<file path="src/rtl/axis_serial_tx.sv">
// ---------------------------------------------------------------------------
// axis_serial_tx
//
// Transmit end of the serial link. Bytes arrive on an AXI-Stream slave port.
// Each one goes out on a single registered line as: start bit (1), the data
// bits LSB first, an optional even-parity bit, and a stop bit (0). The first
// word of every packet is preceded by an alternating 1,0,1,0,... preamble so
// the far-end clock-recovery receiver can phase-lock. Every serial bit is
// held for BIT_CYCLES cycles of ref_clk.
//
// Build option:
//   AXIS_SERIAL_TX_PARITY_EN - when defined, an even-parity bit (XOR of the
//                              data bits) is inserted between data and stop.
//
// Parameters:
//   DATA_WIDTH    bits per AXIS beat and per serial word
//   PREAMBLE_LEN  preamble bits per packet (2..255)
//   BIT_CYCLES    ref_clk cycles per serial bit (1..255)
//
// Ports:
//   ref_clk        single clock, rising edge
//   rst_n          asynchronous active-low reset
//   s_axis_tdata   byte to send
//   s_axis_tvalid  source has a beat
//   s_axis_tready  block accepts a beat this cycle
//   s_axis_tlast   beat is the last of its packet
//   data_out       serial line, registered
//   tx_busy        high whenever the block is not idle
// ---------------------------------------------------------------------------
module axis_serial_tx #(
  parameter int DATA_WIDTH   = 8,
  parameter int PREAMBLE_LEN = 8,
  parameter int BIT_CYCLES   = 1
) (
  input  logic                  ref_clk,
  input  logic                  rst_n,
  input  logic [DATA_WIDTH-1:0] s_axis_tdata,
  input  logic                  s_axis_tvalid,
  output logic                  s_axis_tready,
  input  logic                  s_axis_tlast,
  output logic                  data_out,
  output logic                  tx_busy
);

  localparam int IDX_MAX = (PREAMBLE_LEN > DATA_WIDTH) ? PREAMBLE_LEN : DATA_WIDTH;
  localparam int IDX_W   = $clog2(IDX_MAX + 1);
  localparam int CYC_W   = (BIT_CYCLES > 1) ? $clog2(BIT_CYCLES) : 1;

  localparam logic [CYC_W-1:0] CYC_LAST  = CYC_W'(BIT_CYCLES - 1);
  localparam logic [IDX_W-1:0] PRE_LAST  = IDX_W'(PREAMBLE_LEN - 1);
  localparam logic [IDX_W-1:0] DATA_LAST = IDX_W'(DATA_WIDTH - 1);
  localparam logic [IDX_W-1:0] IDX_SAT   = IDX_W'(IDX_MAX);

  typedef enum logic [2:0] {
    IDLE     = 3'd0,
    PREAMBLE = 3'd1,
    START    = 3'd2,
    DATA     = 3'd3,
`ifdef AXIS_SERIAL_TX_PARITY_EN
    PARITY   = 3'd4,
`endif
    STOP     = 3'd5,
    WAIT     = 3'd6
  } state_t;

  state_t                state, next_state;
  logic [CYC_W-1:0]      cyc_cnt, cyc_next;
  logic [IDX_W-1:0]      idx_cnt, idx_next;
  logic [DATA_WIDTH-1:0] shift_q, shift_next;
  logic                  last_q, last_next;
  logic                  line_next;
  logic                  end_of_bit;
  logic                  transfer;
`ifdef AXIS_SERIAL_TX_PARITY_EN
  logic                  parity_q, parity_next;
`endif

  assign end_of_bit = (cyc_cnt == CYC_LAST);
  assign transfer   = s_axis_tvalid && s_axis_tready;

  // State and datapath registers. data_out is loaded with the value that
  // belongs to the state being entered, so the line lines up with state.
  always_ff @(posedge ref_clk or negedge rst_n) begin
    if (!rst_n) begin
      state    <= IDLE;
      cyc_cnt  <= '0;
      idx_cnt  <= '0;
      shift_q  <= '0;
      last_q   <= 1'b0;
      data_out <= 1'b0;
`ifdef AXIS_SERIAL_TX_PARITY_EN
      parity_q <= 1'b0;
`endif
    end else begin
      state    <= next_state;
      cyc_cnt  <= cyc_next;
      idx_cnt  <= idx_next;
      shift_q  <= shift_next;
      last_q   <= last_next;
      data_out <= line_next;
`ifdef AXIS_SERIAL_TX_PARITY_EN
      parity_q <= parity_next;
`endif
    end
  end

  // Next-state logic. A non-last word's stop bit may chain straight into the
  // next start bit; otherwise an underrun parks in WAIT without re-sending
  // the preamble.
  always_comb begin
    next_state = state;
    case (state)
      IDLE:     if (transfer) next_state = PREAMBLE;
      PREAMBLE: if (end_of_bit && idx_cnt == PRE_LAST) next_state = START;
      START:    if (end_of_bit) next_state = DATA;
      DATA: begin
        if (end_of_bit && idx_cnt == DATA_LAST) begin
`ifdef AXIS_SERIAL_TX_PARITY_EN
          next_state = PARITY;
`else
          next_state = STOP;
`endif
        end
      end
`ifdef AXIS_SERIAL_TX_PARITY_EN
      PARITY:   if (end_of_bit) next_state = STOP;
`endif
      STOP: begin
        if (end_of_bit) begin
          if (last_q)        next_state = IDLE;
          else if (transfer) next_state = START;
          else               next_state = WAIT;
        end
      end
      WAIT:     if (transfer) next_state = START;
      default:  next_state = IDLE;
    endcase
  end

  // Counters restart on every state entry and saturate instead of wrapping.
  // The beat is captured on the transfer edge; the shift register moves one
  // place at the end of each data bit.
  always_comb begin
    cyc_next   = cyc_cnt;
    idx_next   = idx_cnt;
    shift_next = shift_q;
    last_next  = last_q;
    if (next_state != state) begin
      cyc_next = '0;
      idx_next = '0;
    end else if (state != IDLE && state != WAIT) begin
      if (end_of_bit) begin
        cyc_next = '0;
        if (idx_cnt != IDX_SAT) idx_next = idx_cnt + 1'b1;
      end else if (cyc_cnt != CYC_LAST) begin
        cyc_next = cyc_cnt + 1'b1;
      end
    end
    if (transfer) begin
      shift_next = s_axis_tdata;
      last_next  = s_axis_tlast;
    end else if (state == DATA && end_of_bit) begin
      shift_next = shift_q >> 1;
    end
  end

`ifdef AXIS_SERIAL_TX_PARITY_EN
  assign parity_next = transfer ? ^s_axis_tdata : parity_q;
`endif

  // Outputs. tready depends only on state and counters (never on tvalid) and
  // is forced low while reset is held.
  always_comb begin
    s_axis_tready = 1'b0;
    case (state)
      IDLE, WAIT: s_axis_tready = 1'b1;
      STOP:       s_axis_tready = end_of_bit && !last_q;
      default:    s_axis_tready = 1'b0;
    endcase
    s_axis_tready = s_axis_tready && rst_n;

    tx_busy = (state != IDLE);

    // Even preamble indices carry 1, odd ones carry 0.
    line_next = 1'b0;
    case (next_state)
      PREAMBLE: line_next = ~idx_next[0];
      START:    line_next = 1'b1;
      DATA:     line_next = shift_next[0];
`ifdef AXIS_SERIAL_TX_PARITY_EN
      PARITY:   line_next = parity_next;
`endif
      default:  line_next = 1'b0;
    endcase
  end

endmodule

</file>
<file path="config.mk">
export PLATFORM = sky130hd
export DESIGN_NAME = axis_serial_tx
export DESIGN_NICKNAME = d
export VERILOG_FILES = /design/src/rtl/axis_serial_tx.sv
export SDC_FILE = /design/constraint.sdc
export NUM_CORES = 1
export LEC_CHECK = 0
export BUFFER_PORTS_ARGS = -buffer_cell sky130_fd_sc_hd__buf_2
export CELL_PAD_IN_SITES_DETAIL_PLACEMENT = 1
export CELL_PAD_IN_SITES_GLOBAL_PLACEMENT = 1
export CORE_MARGIN = 2
export CORE_UTILIZATION = 38
export CTS_BUF_LIST = sky130_fd_sc_hd__clkbuf_16
export DETAILED_ROUTE_END_ITERATION = 10
export PLACE_DENSITY_LB_ADDON = 0.1
export SLEW_MARGIN = 20
export SYNTH_ARGS = -nofsm -noshare
export SYNTH_HDL_FRONTEND = slang
export SYNTH_SLANG_ARGS = --single-unit
</file>
<file path="constraint.sdc">
create_clock -name ref_clk -period 1.66 [get_ports ref_clk]
set_clock_uncertainty 0.15 [all_clocks]
set_input_delay 0.083 -clock ref_clk [delete_from_list [all_inputs] [get_ports ref_clk]]
set_output_delay 0.083 -clock ref_clk [all_outputs]
set_load 0.01 [all_outputs]
</file>
# Word-level counts from Yosys, hierarchy flattened
# Index checks and enable logic that the tools add are counted.
# word_totals
out_inout_bits	3
ff_bits	18
input_bits	12
elab_cells	59
# op_classes
n_addsub	2
bitwise	2
mux	20
eq_ne	13
reduce_logical	14
# op_table
operator	n
$mux W3	8
$pmux W3 S6	1
$mux W4	4
$mux W8	2
$eq A3 B2 Y1 const B	4
$eq A3 B1 Y1 const B	2
$eq A3 B3 Y1 const B	2
$logic_and A1 B1 Y1	6
$reduce_bool A2 Y1	3
$add A4 B1 Y4 const B	1
$eq A4 B3 Y1 const B	1
$ne A4 B4 Y1 const B	1
$logic_not A3 Y1	1
$mux W1	3
$ne A3 B3 Y1	1
$ne A3 B3 Y1 const B	1
$pmux W1 S3	1
$reduce_and A3 Y1	1
$reduce_bool A3 Y1	1
$ne A2 B1 Y1 const B	1
$not A1 Y1	2
$pmux W1 S2	1
$reduce_or A2 Y1	1
$add A1 B1 Y1 const B	1
$logic_not A1 Y1	1

# Longest topological paths before layout
# logic_depth
word_depth	13
ltp_mapped	7
mapped_depth_nobuf	7

# Least setup slack after synthesis
# Ideal clock, no wire load.
# synth_timing
path_type	register -> register
start	register state[1]
end	register data_out
arrival_time_ps	1536
required_ps	1414
setup_slack_ps	-121
synth_period_minus_slack_ps	1781
stages_incl_launch_ff	7
setup_time_ps	96
path_buffers	1
cell_sequence	dfrtp_1 -> buf_4 -> xor2_2 -> o32ai_1 -> nor2b_4 -> mux2_4 -> a311oi_2
# synth_between
elab_chain_cells	13
elab_cells_between_ends	33
classes_between	10 x eq/ne; 15 x mux; 1 x bitwise; 7 x reduce/logical
# synth_lines
item	line_no	rtl
start: declaration	66	state_t state, next_state;
start signal: assignment	95	state <= next_state;
$eq A3 B3 Y1 / $logic_not A3 Y1 (equally long branches)	112, 175	
$reduce_or A2 Y1	175	case (state)
$pmux W1 S2	175	
$logic_and A1 B1 Y1	180	s_axis_tready = s_axis_tready && rst_n;
$logic_and A1 B1 Y1	79	assign transfer = s_axis_tvalid && s_axis_tready;
$mux W3	131	else if (transfer) next_state = START;
$mux W3	130	if (last_q) next_state = IDLE;
$mux W3	129	if (end_of_bit) begin
$pmux W3 S6	112	case (state)
$ne A3 B3 Y1	148	if (next_state != state) begin
$mux W4	148	
$not A1 Y1	187	PREAMBLE: line_next = ~idx_next[0];
$pmux W1 S3 *	186	case (next_state)
via line_next	71	logic line_next;
end signal: assignment	100	data_out <= line_next;
end: declaration	41	output logic data_out,
# The timed path passes the listed nets; every way through them passes the cells marked *. The select of a mux whose other input is x is not followed.
# A chain may end at the register's enable or synchronous reset.

# Final worst setup path
# layout_timing
start	register idx_cnt[1]
end	register data_out
# layout_between
elab_chain_cells	8
elab_cells_between_ends	16
classes_between	6 x eq/ne; 8 x mux; 1 x bitwise; 1 x reduce/logical
# layout_lines
item	line_no	rtl
start: declaration	68	logic [IDX_W-1:0] idx_cnt, idx_next;
start signal: assignment	97	idx_cnt <= idx_next;
$eq A4 B3 Y1	114, 117	
$logic_and A1 B1 Y1	114, 117	
$mux W3 (on tied branches)	117, 114	
$pmux W3 S6	112	
$ne A3 B3 Y1	148	
$mux W4	148	
$not A1 Y1	187	
$pmux W1 S3 *	186	
via line_next	71	
# Marked as above.

==> flow_summary.html <==
<table>
<tr><th>Metric</th><th>Value</th></tr>
<tr><th colspan="2">Status</th></tr>
<tr><td>Run status</td><td>finished, violations left</td></tr>
<tr><td>Violated checks</td><td>negative setup slack</td></tr>
<tr><th colspan="2">Clock network</th></tr>
<tr><td># clock sinks</td><td>17</td></tr>
<tr><td>Later-pin clock latency in the skew report</td><td>250 ps</td></tr>
<tr><td># H-tree levels</td><td>1</td></tr>
<tr><td>Root Driver</td><td>sky130_fd_sc_hd__clkbuf_16</td></tr>
<tr><td>Number of buffers added by the clock tree synthesis step</td><td>3</td></tr>
<tr><td>Clock slew at reported path FFs</td><td>approximately 50 ps</td></tr>
<tr><td>Max clock buf depth</td><td>2</td></tr>
<tr><td>TritonCTS clock tree</td><td>yes</td></tr>
<tr><th colspan="2">Detailed routing</th></tr>
<tr><td>DRC</td><td>0</td></tr>
<tr><td>DRT Pass-1 Iters</td><td>3</td></tr>
<tr><td>Residual antenna-violating net count after detailed routing</td><td>0</td></tr>
<tr><td>Total routed wirelength</td><td>2600 um</td></tr>
<tr><td>Routed vias</td><td>860</td></tr>
<tr><td>Routed WL per cell</td><td>15.6 um</td></tr>
<tr><td>Number of DRC violations after detailed-routing iteration 0</td><td>8</td></tr>
<tr><td>Vias per Instance</td><td>5.15</td></tr>
<tr><th colspan="2">Synth</th></tr>
<tr><td>Biggest area consumer among synthesized cells</td><td>sky130_fd_sc_hd__dfrtp_1</td></tr>
<tr><td>Cell area after technology mapping</td><td>967 sq um</td></tr>
<tr><td>Top-area cell type share of the netlist area</td><td>0.440</td></tr>
<tr><td>Post-Syn Instances</td><td>94</td></tr>
<tr><td>Proportion of synthesized chip area in sequential cells</td><td>0.440</td></tr>
<tr><td>Post-synthesis average cell area</td><td>10.3 sq um</td></tr>
<tr><td>Post-synth EDFFs</td><td>0</td></tr>
<tr><td>Net count of the mapped netlist</td><td>roughly 110</td></tr>
<tr><td>Ys Warns</td><td>0</td></tr>
<tr><td>Count of state elements after synthesis</td><td>17</td></tr>
<tr><td>Count of unique library cells instantiated by Yosys</td><td>37</td></tr>
<tr><td>Cell with the most instances after synthesis</td><td>sky130_fd_sc_hd__dfrtp_1</td></tr>
<tr><td>Area contributors post-synth</td><td>sky130_fd_sc_hd__dfrtp_1 (44%), sky130_fd_sc_hd__a22o_1 (6.3%), sky130_fd_sc_hd__a21o_1 (4.7%), sky130_fd_sc_hd__nor2_1 (4.3%), sky130_fd_sc_hd__mux2i_1 (3.1%)</td></tr>
<tr><td>Most common flop cell mapped by yosys</td><td>sky130_fd_sc_hd__dfrtp_1</td></tr>
<tr><td>Top cell types by occurrence after synthesis</td><td>sky130_fd_sc_hd__dfrtp_1 (17), sky130_fd_sc_hd__nor2_1 (11), sky130_fd_sc_hd__a22o_1 (7), sky130_fd_sc_hd__a21o_1 (6)</td></tr>
<tr><td>Share of synthesized registers carrying an async set or reset</td><td>1.00</td></tr>
<tr><th colspan="2">Global route</th></tr>
<tr><td>Wire length of the first global-routing pass</td><td>4180 um</td></tr>
<tr><td>Via count of the first global-routing pass</td><td>890</td></tr>
<tr><td>Number of antenna violations at the first check in global routing</td><td>0</td></tr>
<tr><td>All-layer global routing usage</td><td>0.211</td></tr>
<tr><td>Largest net degree at the start of global routing</td><td>19</td></tr>
<tr><td>Remaining global-route overflow</td><td>0</td></tr>
<tr><th colspan="2">STA</th></tr>
<tr><td>Peak clock frequency supported by timing</td><td>565 MHz</td></tr>
<tr><td>Unrepaired setup endpoints after global routing</td><td>yes</td></tr>
<tr><td>Actual transition at the worst max-transition pin</td><td>234 ps</td></tr>
<tr><td>Slew margin rel.</td><td>0.843</td></tr>
<tr><td>Final setup viols</td><td>9</td></tr>
<tr><td>Shortest clock period the worst path allows after layout</td><td>1770 ps</td></tr>
<tr><td>Final hold slack</td><td>9.70 ps</td></tr>
<tr><td>Number of max-slew violations in the final report</td><td>0</td></tr>
<tr><td>Count of endpoints failing hold in the final timing report</td><td>0</td></tr>
<tr><td>Final period utilization</td><td>1.07</td></tr>
<tr><td>Final total negative setup slack</td><td>-367 ps</td></tr>
<tr><td>Final worst setup slack</td><td>-110 ps</td></tr>
<tr><th colspan="2">Setup path</th></tr>
<tr><td>Cell-by-cell trace of the critical path</td><td>ha_2 -&gt; and3b_2 -&gt; o21ai_2 -&gt; nand2_1 -&gt; a221o_1 -&gt; a311oi_2</td></tr>
<tr><td>Largest delay contributor family on the critical path</td><td>compound AO/OA/AOI/OAI gates</td></tr>
<tr><td>Type of destination of the critical path</td><td>flop</td></tr>
<tr><td>Worst setup path class</td><td>reg -&gt; reg</td></tr>
<tr><td>Required @ worst endpoint</td><td>1670 ps</td></tr>
<tr><td>Number of buffer and inverter stages on the critical path</td><td>0</td></tr>
<tr><td>Slowest cell on crit path</td><td>sky130_fd_sc_hd__dfrtp_1</td></tr>
<tr><td>Category of the worst setup path launch point</td><td>flop</td></tr>
<tr><td>Endpoint arrival time on the critical path</td><td>between 1500 and 2000 ps</td></tr>
<tr><td>Maximum fanout along the worst path</td><td>4</td></tr>
<tr><td>Highest cell delay on the worst timing path</td><td>380 ps</td></tr>
<tr><th colspan="2">Run</th></tr>
<tr><td>Max_cap viols</td><td>0</td></tr>
<tr><th colspan="2">Floorplan</th></tr>
<tr><td>Floorplan die width</td><td>54.5 um</td></tr>
<tr><td>Core Footprint</td><td>0.00245 sq mm</td></tr>
<tr><td>Initial standard-cell utilization of the core</td><td>0.394</td></tr>
<tr><td>Die Area</td><td>0.00296 sq mm</td></tr>
<tr><td>Die Height</td><td>54.5 um</td></tr>
<tr><td>I/O pin total</td><td>15</td></tr>
<tr><td>Row cnt</td><td>18</td></tr>
<tr><th colspan="2">Layout</th></tr>
<tr><td>Number of nets in the layout</td><td>152</td></tr>
<tr><td>Layout Area Growth over Synthesis</td><td>47.7%</td></tr>
<tr><td>Diode count</td><td>0</td></tr>
<tr><td>Fraction of final layout cells with drive strength greater than 1</td><td>0.423</td></tr>
<tr><th colspan="2">Power</th></tr>
<tr><td>Leakage power figure</td><td>0.715 nW</td></tr>
<tr><td>Power per cell area</td><td>about 1800 mW/mm^2</td></tr>
<tr><td>IR Drop Worst-Case VDD</td><td>1.04 mV</td></tr>
<tr><th colspan="2">Place</th></tr>
<tr><td>Number of I/O port buffers</td><td>14</td></tr>
<tr><td>Final RePlAce weighted congestion</td><td>0.762</td></tr>
<tr><td>Detailed placement HPWL</td><td>between 1500 and 2000 um</td></tr>
<tr><th colspan="2">Min path</th></tr>
<tr><td>Worst hold path class</td><td>in -&gt; reg</td></tr>
</table>
## logic make-up after synthesis
family,count (synthesis),synth area share
compound gates,25,0.206
mux,5,0.0582
simple gates,31,0.173
fa+ha+maj,2,0.0259
flops,17,0.440
xor+xnor,4,0.0440
buf+inv,10,0.0530
## layout make-up
type / instances / area, sq um
Sequential cell: 17 / 427
Clock buffer: 3 / 75.1
Inverter: 5 / 21.3
Timing Repair Buffer: 44 / 323
Fill cell: 286 / 1030
Multi-Input combinational cell: 67 / 541
Clock inverter: 1 / 5.00
Tap cell: 30 / 37.5
## tightest hold or removal path, cell delays in order
cell	delay, ps
sky130_fd_sc_hd__buf_2	80
sky130_fd_sc_hd__a22o_1	120
sky130_fd_sc_hd__a21o_1	90
## state kept, by name, indices dropped and copies added, names as in the netlist
name and count:
data_out 1, idx_cnt 4, shift_q 8, state 3
last_q 1
## report_power, final
group | internal [W] | switching (W) | total, W | leakage [nW]
Sequential | 0.000588 | 0.000112 | 0.000700 | 0.217
Combinational | 0.000754 | 0.000674 | 0.00143 | 0.457
Clock | 0.000323 | 0.000169 | 0.000492 | 0.0409
Total | 0.00167 | 0.000955 | 0.00262 | 0.715
## stage by stage
stage,instance area [sq um],worst slack (ps),utilization,cells,power (W)
5_1_grt,1430,-171,0.582,167,0.00281
2_1_floorplan,978,-56.2,-,94,0.00144
3_3_place_gp,1210,-77.9,0.492,154,0.00189
6_report,1430,-110,0.582,167,0.00262
3_5_place_dp,1210,-116,0.492,154,0.00195
4_1_cts,1400,-102,0.570,166,0.00255
## repair_timing
action / in CTS / in global routing
hold buffers: 8 / 0
setup endpoints to repair: 11 / 13
endpoints found under the hold margin: 24 / 0
pin swaps: 5 / 10
resized for setup: 9 / 6
setup buffers: 0 / 1
## routing by layer
metal	GRT usage	wire length [um]	vias to the layer above
met4	0.138	84	0
li1	-	-	419
met3	0.0437	62	7
met1	0.239	1150	422
met2	0.355	1310	12
met5	0	0	-
## final timing paths
path                                      start          to  slack (ps)  cells after the start
worst max register to register       idx_cnt[1]    data_out        -110                      6
worst max-delay path                 idx_cnt[1]    data_out        -110                      6
worst min register to register       shift_q[5]  shift_q[5]         330                      1
worst min-delay path            s_axis_tdata[6]  shift_q[6]          10                      3
max in group asynchronous                 rst_n    state[1]         920                      3
min in group asynchronous                 rst_n  shift_q[2]         230                      3
## placed cells by master, fill, tap and decap left out, types with 2 or more instances in the layout
cell type	count
sky130_fd_sc_hd__a21o_1	6
sky130_fd_sc_hd__a22o_1	7
sky130_fd_sc_hd__and2_1	2
sky130_fd_sc_hd__buf_2	14
sky130_fd_sc_hd__buf_4	20
sky130_fd_sc_hd__buf_6	2
sky130_fd_sc_hd__clkbuf_16	3
sky130_fd_sc_hd__dfrtp_1	16
sky130_fd_sc_hd__dlygate4sd3_1	8
sky130_fd_sc_hd__inv_1	3
sky130_fd_sc_hd__mux2_4	2
sky130_fd_sc_hd__mux2i_1	3
sky130_fd_sc_hd__nand2_1	5
sky130_fd_sc_hd__nand3b_1	2
sky130_fd_sc_hd__nor2_1	10
sky130_fd_sc_hd__nor2b_1	2
sky130_fd_sc_hd__o21ai_1	3
Power figures use the tool's default switching activity.
